### config.mk
export PLATFORM = sky130hd
export DESIGN_NAME = gray_counter
export DESIGN_NICKNAME = d
export VERILOG_FILES = /design/src/rtl/gray_pkg.sv /design/src/rtl/gray_counter.sv
export SDC_FILE = /design/constraint.sdc
export NUM_CORES = 1
export LEC_CHECK = 0
export CORE_MARGIN = 2
export CORE_UTILIZATION = 37
export DETAILED_ROUTE_END_ITERATION = 12
export HOLD_SLACK_MARGIN = 0.03
export PLACE_DENSITY = 0.73
export SYNTH_ARGS = -nofsm -noshare
export SYNTH_HDL_FRONTEND = slang
export SYNTH_SLANG_ARGS = --single-unit
### constraint.sdc
create_clock -name clk -period 1.7 [get_ports clk]
set_input_delay 0.17 -clock clk [delete_from_list [all_inputs] [get_ports clk]]
set_output_delay 0.17 -clock clk [all_outputs]
set_load 0.02 [all_outputs]
### src/rtl/gray_pkg.sv
// Shared Gray-code constants and WIDTH-generic conversion helpers.
// Callers zero-extend narrower values to the full word and truncate the result.
package gray_pkg;

  localparam int GRAY_MAX_WIDTH = 32;

  typedef logic [GRAY_MAX_WIDTH-1:0] gray_word_t;

  function automatic gray_word_t bin2gray(input gray_word_t b);
    return b ^ (b >> 1);
  endfunction

  // Prefix XOR from the MSB down, done in log2 shift stages.
  function automatic gray_word_t gray2bin(input gray_word_t g);
    gray_word_t b;
    b = g;
    for (int s = 1; s < GRAY_MAX_WIDTH; s = s * 2) begin
      b = b ^ (b >> s);
    end
    return b;
  endfunction

endpackage

### src/rtl/gray_counter.sv
// Up/down binary counter with a registered Gray-code mirror and terminal-count flag.
// Optional wrap-around or saturation at the bounds; synchronous load and reset.
module gray_counter
  import gray_pkg::*;
#(
  parameter int WIDTH = 4,
  parameter bit WRAP  = 1'b1
) (
  input  logic             clk,
  input  logic             rst,
  input  logic             en,
  input  logic             up_dn,
  input  logic             load,
  input  logic [WIDTH-1:0] load_bin,
  output logic [WIDTH-1:0] bin,
  output logic [WIDTH-1:0] gray,
  output logic             tc
);

  localparam logic [WIDTH-1:0] BIN_MAX = '1;

  if (WIDTH < 2 || WIDTH > GRAY_MAX_WIDTH) begin : g_bad_width
    $error("gray_counter: WIDTH must be in 2..%0d", GRAY_MAX_WIDTH);
  end

  logic [WIDTH-1:0] r_bin;
  logic [WIDTH-1:0] r_gray;
  logic             r_tc;

  logic [WIDTH-1:0] w_bin_step;
  logic [WIDTH-1:0] w_bin_next;
  logic [WIDTH-1:0] w_gray_next;
  logic             w_at_bound;
  logic             w_tc_next;

  always_comb begin
    // NOTE: every output of this block gets a default first, so no path can infer a latch.
    w_bin_next = r_bin;
    w_tc_next  = 1'b0;
    w_at_bound = up_dn ? (r_bin == BIN_MAX) : (r_bin == '0);
    w_bin_step = up_dn ? (r_bin + WIDTH'(1)) : (r_bin - WIDTH'(1));

    if (load) begin
      w_bin_next = load_bin;
    end else if (en) begin
      // A step that crosses a bound flags tc whether it wraps or is blocked.
      w_tc_next = w_at_bound;
      if (WRAP || !w_at_bound) begin
        w_bin_next = w_bin_step;
      end
    end
  end

  // Gray is derived from the same next value as bin so the pair never disagrees.
  assign w_gray_next = WIDTH'(bin2gray(gray_word_t'(w_bin_next)));

  always_ff @(posedge clk) begin
    // NOTE: reset is sampled on the clock edge only; sequential state uses non-blocking assignments.
    if (rst) begin
      r_bin  <= '0;
      r_gray <= '0;
      r_tc   <= 1'b0;
    end else begin
      r_bin  <= w_bin_next;
      r_gray <= w_gray_next;
      r_tc   <= w_tc_next;
    end
  end

  assign bin  = r_bin;
  assign gray = r_gray;
  assign tc   = r_tc;

endmodule

==> results of run 1 <==
==> worst min-delay path by stage <==
stage / startpoint / to / cells after the start
floorplan: rst / bin[0]$_SDFF_PP0_ / 1
global placement: bin[3]$_SDFF_PP0_ / bin[3]$_SDFF_PP0_ / 3
detailed placement: bin[3]$_SDFF_PP0_ / bin[3]$_SDFF_PP0_ / 3
CTS: up_dn / tc$_SDFF_PP0_ / 4
global route: up_dn / tc$_SDFF_PP0_ / 4
finish: up_dn / tc$_SDFF_PP0_ / 4
==> logic make-up after synthesis <==
family,count (synthesis),synth area share [%]
and+or+nand+nor,18,23.1
AOI/OAI and AO/OA,11,15.4
DFF,8,32.8
buffers and inverters,5,5.64
muxes,4,8.46
xor gates and xnor gates,3,5.39
adders and majority gates,3,9.23
==> cell usage after synthesis (all sizes together) <==
| library cell | n | area (um^2) |
|---|---|---|
| a21o | 1 | 7.51 |
| or4b | 1 | 10.0 |
| mux2i | 3 | 30.0 |
| buf | 3 | 20.0 |
| inv | 2 | 7.51 |
| nor4b | 1 | 8.76 |
| xor2 | 1 | 8.76 |
| or3 | 2 | 12.5 |
| o2bb2ai | 1 | 8.76 |
| nor4 | 1 | 6.26 |
| nor4bb | 1 | 10.0 |
| a221o | 1 | 10.0 |
| a22oi | 1 | 7.51 |
| a211oi | 1 | 7.51 |
| nor3b | 1 | 7.51 |
| o21bai | 1 | 7.51 |
| and2 | 1 | 6.26 |
| xnor2 | 2 | 17.5 |
| a21oi | 3 | 15.0 |
| mux2 | 1 | 11.3 |
| nor2 | 6 | 22.5 |
| o21ai | 1 | 5.00 |
| a31oi | 1 | 6.26 |
| nand4 | 1 | 6.26 |
| dfxtp | 8 | 160 |
| fa | 1 | 20.0 |
| ha | 2 | 25.0 |
| nand3b | 1 | 7.51 |
| nand3 | 2 | 15.0 |
==> state kept, by name (all words and copies together), names as in the netlist <==
register  count
gray          3
tc            1
bin           4
==> cell type report <==
cell class	instances	area share, %
clock buffers	3	2.90
flip-flops and latches	8	21.0
inverters	2	0.968
well taps	15	2.42
repair buffers	26	30.5
multi-input cells	39	42.3
==> metal layers <==
layer	share of wire [%]	up-vias	global-route usage [%]	wire length (um)
li1	-	245	-	-
met1	42	223	21.5	533
met4	2.2	0	12.5	28
met2	49	25	31.5	628
met5	0	-	0	0
met3	6.6	4	1.67	84
==> tightest hold or removal path, delay by kind of cell <==
| kind | cells | cell delay (ns) |
|---|---|---|
| buf+inv | 2 | 0.32 |
| compound gates | 1 | 0.13 |
| simple gates | 1 | 0.06 |
==> power groups by stage <==
stage / Clock (mW) / Sequential (mW) / Combinational (mW)
2_1_floorplan: 0 / 0.251 / 0.0890
3_3_place_gp: 0 / 0.220 / 0.218
3_5_place_dp: 0 / 0.221 / 0.224
4_1_cts: 0.153 / 0.217 / 0.230
5_1_grt: 0.161 / 0.219 / 0.259
6_report: 0.150 / 0.216 / 0.241
==> metrics by stage <==
| stage | worst slack [ns] | util, % |
|---|---|---|
| finish | 0.0638 | 61.1 |
| global route | 0.0127 | 61.1 |
| CTS | 0.0469 | 60.1 |
| detailed placement | -0.479 | 57.9 |
| global placement | -0.438 | 57.9 |
| floorplan | 0.0385 | - |
==> repair_timing <==
item | CTS | global route
pin swaps | 0 | 5
endpoints found under the hold margin | 0 | 0
gates resized for setup | 4 | 4
gates cloned | 0 | 0
setup endpoints to repair | 5 | 2
==> out/results.txt, run 1 <==
The worst register-to-register path ends at gray[1]$_SDFF_PP0_. CTS saw 8 sinks. The part of the total power dissipated in sequential elements was 35.7%; the final wirelength was 1.28 mm.

In the final layout, flip-flops and latches occupy 163 um^2. Across all register-to-register paths, the minimum setup slack is 0.06 ns. The cell-internal power came out at 416 uW. Combined buffer and inverter count along the critical path: 0. CTS placed an instance of clkbuf_4 at the clock tree root. Dividing the final minimum period by the clock period gives 96.2%.

The kind of cell adding the most delay to the critical path was adder cells. The number of hold-repair buffers added at the cts stage came out at 0. The average footprint of a synthesized cell works out to 9.38 um^2.

The total vias in the final route was 497; the number of buffers inserted by port buffering was 17. The HPWL after detailed placement is 952 um. Summing all multi-input logic gate instances after layout gives 328 um^2. The H-tree level count was 1; the die area was 0.00163 mm^2. When the netlist entered floorplanning its net count stood at 64. The run gives 0 as the count of endpoints failing hold in the final timing report. Net switching is 31.4% of the power. For the number of placed cells counting well taps, the log shows 91. The first-pass GRT wire length was 1.91 mm.

For the power share of the clock group, the log shows 24.7%. Of all nets on the critical path, the largest fanout is 4. In this run the horizontal extent of the chip is 40.3 um. Dividing the detail-routed wire length by the instance count gives 13.7 um. On the final layout, the worst clock skew is 0.00147 ns. The remaining design rule violation count is 0, and the number of buffers inserted during clock tree synthesis is 3. The biggest cell delay along the critical path was 0.54 ns; the count of filler cells inserted in the layout was 113.

The slowest stage of the critical path is the fa_2 cell. The number of iterations in the first detailed-routing pass is 4. In this run the power spent charging and discharging nets is 191 uW.

IR analysis of the VDD net gives a maximum drop of 0.482 mV. The library cells used most frequently in the layout, excluding fill and tap cells, are clkdlybuf4s50_1, buf_4, nor2_1, dfxtp_1. The signal on the critical path passes through fa_2 -> mux2_2 -> mux2i_4 -> or3_1 -> a21oi_1. The path class of the tightest hold or removal check is in -> reg.

The combinational share of power was 39.7%. The logs give 476 for the via count of the first global-routing pass and 776 um^2 for the area of all placed cells without fillers. The top-level port count is 18, and the part of the Yosys area used for sequential elements is 32.8%. The Yosys step of the flow raised 0 warnings.

The clock reaches the later pin of the worst-skew pair after 0.26 ns. The y dimension of the die was 40.3 um; the post-detailed-placement cell area was 734 um^2. The clock passes through at most 2 buffers.

STA classifies the critical path startpoint as a flip-flop. Hold is met by 0.460 ns. Clock transition at the register clock pins on the worst setup and hold paths after CTS: 0.05 ns. The DRC violation total after the first TritonRoute iteration was 4. The critical path in this run is classified as reg -> reg. Global routing finished with a remaining overflow of 0. The design draws 606 uW.

The run gives 1.89 ns as the required time at the endpoint of the critical path. Subtracting the final worst setup slack from the clock period gives 1.64 ns. Setup violations remaining at the end of the flow were counted as 0. Using the TritonRoute via totals, the vias-per-cell ratio works out to 5.34. In this run the worst setup path begins at bin[1]$_SDFF_PP0_. For this run, the post-layout net count is 92. The critical path capture point is gray[1]$_SDFF_PP0_. For the pin with the worst max-slew slack, the measured transition is 0.280 ns. The congestion estimate from routability-driven global placement came to 0.763. For this design the static power due to leakage is 0.330 nW.

The worst setup path is captured at a flip-flop. For the worst flop-to-flop path, the logic depth is 5. The leading cell type in the layout, fill and taps excluded was clkdlybuf4s50_1. The detail route stage leaves a number of antenna-violating nets equal to 0. The fraction of final layout cells with drive strength greater than 1 was 26.9%; the final standard cell count with taps included and fillers excluded was 93. In this run the post-CTS setup repair buffer count came out at 0. Based on the critical path, the design can be clocked at up to 0.611 GHz. The start of the worst register-to-register path was bin[1]$_SDFF_PP0_.

Across the run, the number of max-cap violations was 0. TritonCTS built the clock tree. Headroom to the max-slew limit came out at 81.2%. The critical path crosses 5 cells after its start point. Final antenna diode count: 0.

STA puts the critical path data arrival time at 1.83 ns. For the total track usage, the log shows 18.4%. Relative to the synthesized area, the layout overhead comes to 59.0%.

Number of antenna violations at the first check in global routing: 0. Setup repair after global routing left no endpoint under its margin. After technology mapping, the gate count stands at 52. Adding up every negative setup slack in the final design gives 0 ns. The maximum number of pins on one net before global-route repair was 11. For this configuration, the core starts out at a cell density of 38.5%. The core region is 0.00127 mm^2.

In this run the cell area of the synthesized design comes to 488 um^2. The flow ran to the end, and the final reports show no timing, DRC or antenna violations. Yosys mapped the design onto 31 distinct sky130hd cell types.

The final-report max-slew violation count is 0, and the number of synthesized register bits is 8. In this run the power density over the cells is 782 mW/mm^2. The floorplan has 13 rows.
Note: power is estimated with default switching activity, not from simulation.
==> run 2, diff against run 1 <==
CORE_AREA = 2 2 39 41   (was not set)
CORE_MARGIN = not set   (was 2)
CORE_UTILIZATION = not set   (was 37)
DIE_AREA = 0 0 41 43   (was not set)
DONT_BUFFER_PORTS = 1   (was not set)
PLACE_DENSITY = 0.55   (was 0.73)
==> out/results.txt, run 2 (synthesis results as in run 1) <==
The flow ran to the end, and the final reports show no timing, DRC or antenna violations. Total track usage: 13.5%. Cell internal power was estimated by the tool at 355 uW. The slew at the pin with the worst max-slew slack is 0.219 ns, and the post-route clock period utilization is 92.7%.

TritonCTS built the clock tree. The clock passes through at most 2 buffers. The number of routed nets with antenna violations was 0. The tools report the number of placed cells counting well taps as 69.

Of the total power, the clock network draws 27.9%. The final net count came out at 72. The power density over the cells came out at 883 mW/mm^2. The logs give 0 for the number of setup buffers added after CTS and 4 for the number of iterations in the first detailed-routing pass. Root cell of the clock tree: clkbuf_4. The first global-routing pass estimated 1.58 mm of wire. In the routed design, unresolved DRC markers number 0. Derived from the worst setup path, the maximum achievable clock frequency is 0.635 GHz. The tools report the slack of the worst reg-to-reg path as 0.12 ns. The finished cells cover 581 um^2. Of the total power, registers draw 45.0%.

The tools report the total vias in the final route as 412. The via count of the first global-routing pass is 381, and the top-level port count is 18. The number of antenna violations at the first check in global routing is 0.

For the count of endpoints failing hold in the final timing report, the log shows 0. The flip-flop count of the largest register, all copies and words added works out to 4. For this block, the initial DRC count from the detailed router was 10. Routability-driven placement finished with a final weighted congestion of 0.708. Summed over all layers, the routed wires come to 1.00 mm.

The area of the multi-input gates was 318 um^2. The number of instances on the worst hold path works out to 1. Maximum number of pins on one net before global-route repair: 12.

Cells with a size suffix above 1 make up 22.4% of the layout. The run gives 1 as the H-tree level count. Measured against its own limit, the worst slew margin works out to 85.0%. The post-detailed-route wirelength per cell was 13.6 um; the minimum period implied by the final worst setup slack was 1.58 ns. Prior to clock tree synthesis, the placed netlist has a worst setup slack of 0.0525 ns.

Setup violations remaining at the end of the flow were counted as 0. The required time at the endpoint of the critical path was 1.88 ns; the largest fanout of any net on the critical path was 4. The tools report the reg-to-reg critical path endpoint as gray[1]$_SDFF_PP0_. VDD sags by at most 0.456 mV. The combinational share of power is 27.1%.

From left edge to right edge, the die measures 41 um. Counting the buffers created by CTS gives 3. In the final layout, flip-flops and latches occupy 163 um^2.

Global routing finished with a remaining overflow of 0. For the worst setup path, the data arrival time is 1.76 ns. The worst setup path is of the reg -> reg kind. The final core area utilization is 42.0%, and the number of cell instances on the worst register-to-register path is 5. Counting every sink on the clock net gives 8. After clock tree synthesis, the clock-pin slew on the worst setup and hold paths is 0.05 ns. The logs give 0 ns for the aggregate negative setup slack and 158 uW for the net load switching power. The final standard cell count with taps included and fillers excluded is 74, and the layout overhead on the synthesized area is 19.0%. STA classifies the critical path startpoint as a flip-flop. The worst min-delay path endpoint was tc$_SDFF_PP0_.

The run gives 14 as the number of cell rows. Worst min-delay path startpoint: en. In the routed layout, each cell is associated on average with a via count of 5.57. Summed over all cells, the static leakage comes to 0.246 nW. Setup repair after global routing left no endpoint under its margin.

The final antenna diode count was 0; the clock latency at the later pin of the worst-skew pair was 0.25 ns. The floorplan step set the die height to 43 um. The post-DP HPWL was 768 um; the initial core utilization was 35.3%.

The region available for standard cell placement spans 0.00138 mm^2. In this run the critical register-to-register path is launched from bin[0]$_SDFF_PP0_. STA classifies the critical path endpoint as a flip-flop. Number of buffers inserted by port buffering: 0.

The worst hold path belongs to the class in -> reg. The final-report max-slew violation count was 0. Fill cells in the final layout number 134.

Max-cap violation count: 0. The top cell types in the final layout, fill and taps aside, are nor2_1, dfxtp_1, buf_4, a21oi_1, clkbuf_4. For the setup slack of the critical path after layout, the log shows 0.125 ns. The die covers 0.00176 mm^2. The setup clock skew after layout is 0.000960 ns, and the switching share of total power is 30.8%. For the post-detailed-placement cell area, the log shows 520 um^2.
-- run 2: worst max-delay path: stages, from the launching register on --
cell      delay (ns)
dfxtp_2         0.32
fa_1            0.41
xnor2_1         0.18
a211oi_2        0.11
or3_1           0.34
a21oi_1         0.13
-- run 2: per-layer routing --
| metal | wire [um] | GRT usage [%] |
|---|---|---|
| met5 | 0 | 0 |
| met3 | 109 | 11.0 |
| met4 | 0 | 2.00 |
| met1 | 461 | 16.3 |
| met2 | 433 | 18.8 |
-- run 2: power by group through the flow --
stage                     Sequential [mW]  Combinational [mW]  Clock, mW
final                               0.231               0.139      0.143
after CTS                           0.231               0.131      0.148
after global placement              0.235               0.124          0
after floorplan                     0.251              0.0890          0
after detailed placement            0.235               0.125          0
after global routing                0.232               0.154      0.156
-- run 2: metrics by stage --
| stage | hold WS [ns] | power, mW |
|---|---|---|
| after global placement | 0.236 | 0.359 |
| after floorplan | 0.235 | 0.340 |
| final | 0.0885 | 0.513 |
| after CTS | 0.0828 | 0.510 |
| after detailed placement | 0.238 | 0.360 |
| after global routing | 0.0805 | 0.543 |
-- run 2: final cells by class --
type	instances	area share (%)
repair buffers	6	8.62
flip-flops and latches	8	28.0
well taps	16	3.45
inverters	2	1.29
multi-input cells	39	54.7
clock buffers	3	3.88
-- run 2: worst max-delay path by stage --
stage,depth (start not counted),start,to
final,5,bin[0]$_SDFF_PP0_,gray[1]$_SDFF_PP0_
after floorplan,5,bin[0]$_SDFF_PP0_,gray[1]$_SDFF_PP0_
after detailed placement,5,bin[0]$_SDFF_PP0_,gray[1]$_SDFF_PP0_
after global placement,5,bin[1]$_SDFF_PP0_,gray[1]$_SDFF_PP0_
after global routing,5,bin[0]$_SDFF_PP0_,gray[1]$_SDFF_PP0_
after CTS,5,bin[0]$_SDFF_PP0_,gray[1]$_SDFF_PP0_
-- run 2: what timing repair did --
action / in CTS / in global routing
endpoints found under the hold margin: 6 / 0
gates resized for setup: 0 / 3
hold buffers: 2 / 0
setup endpoints to repair: 0 / 3
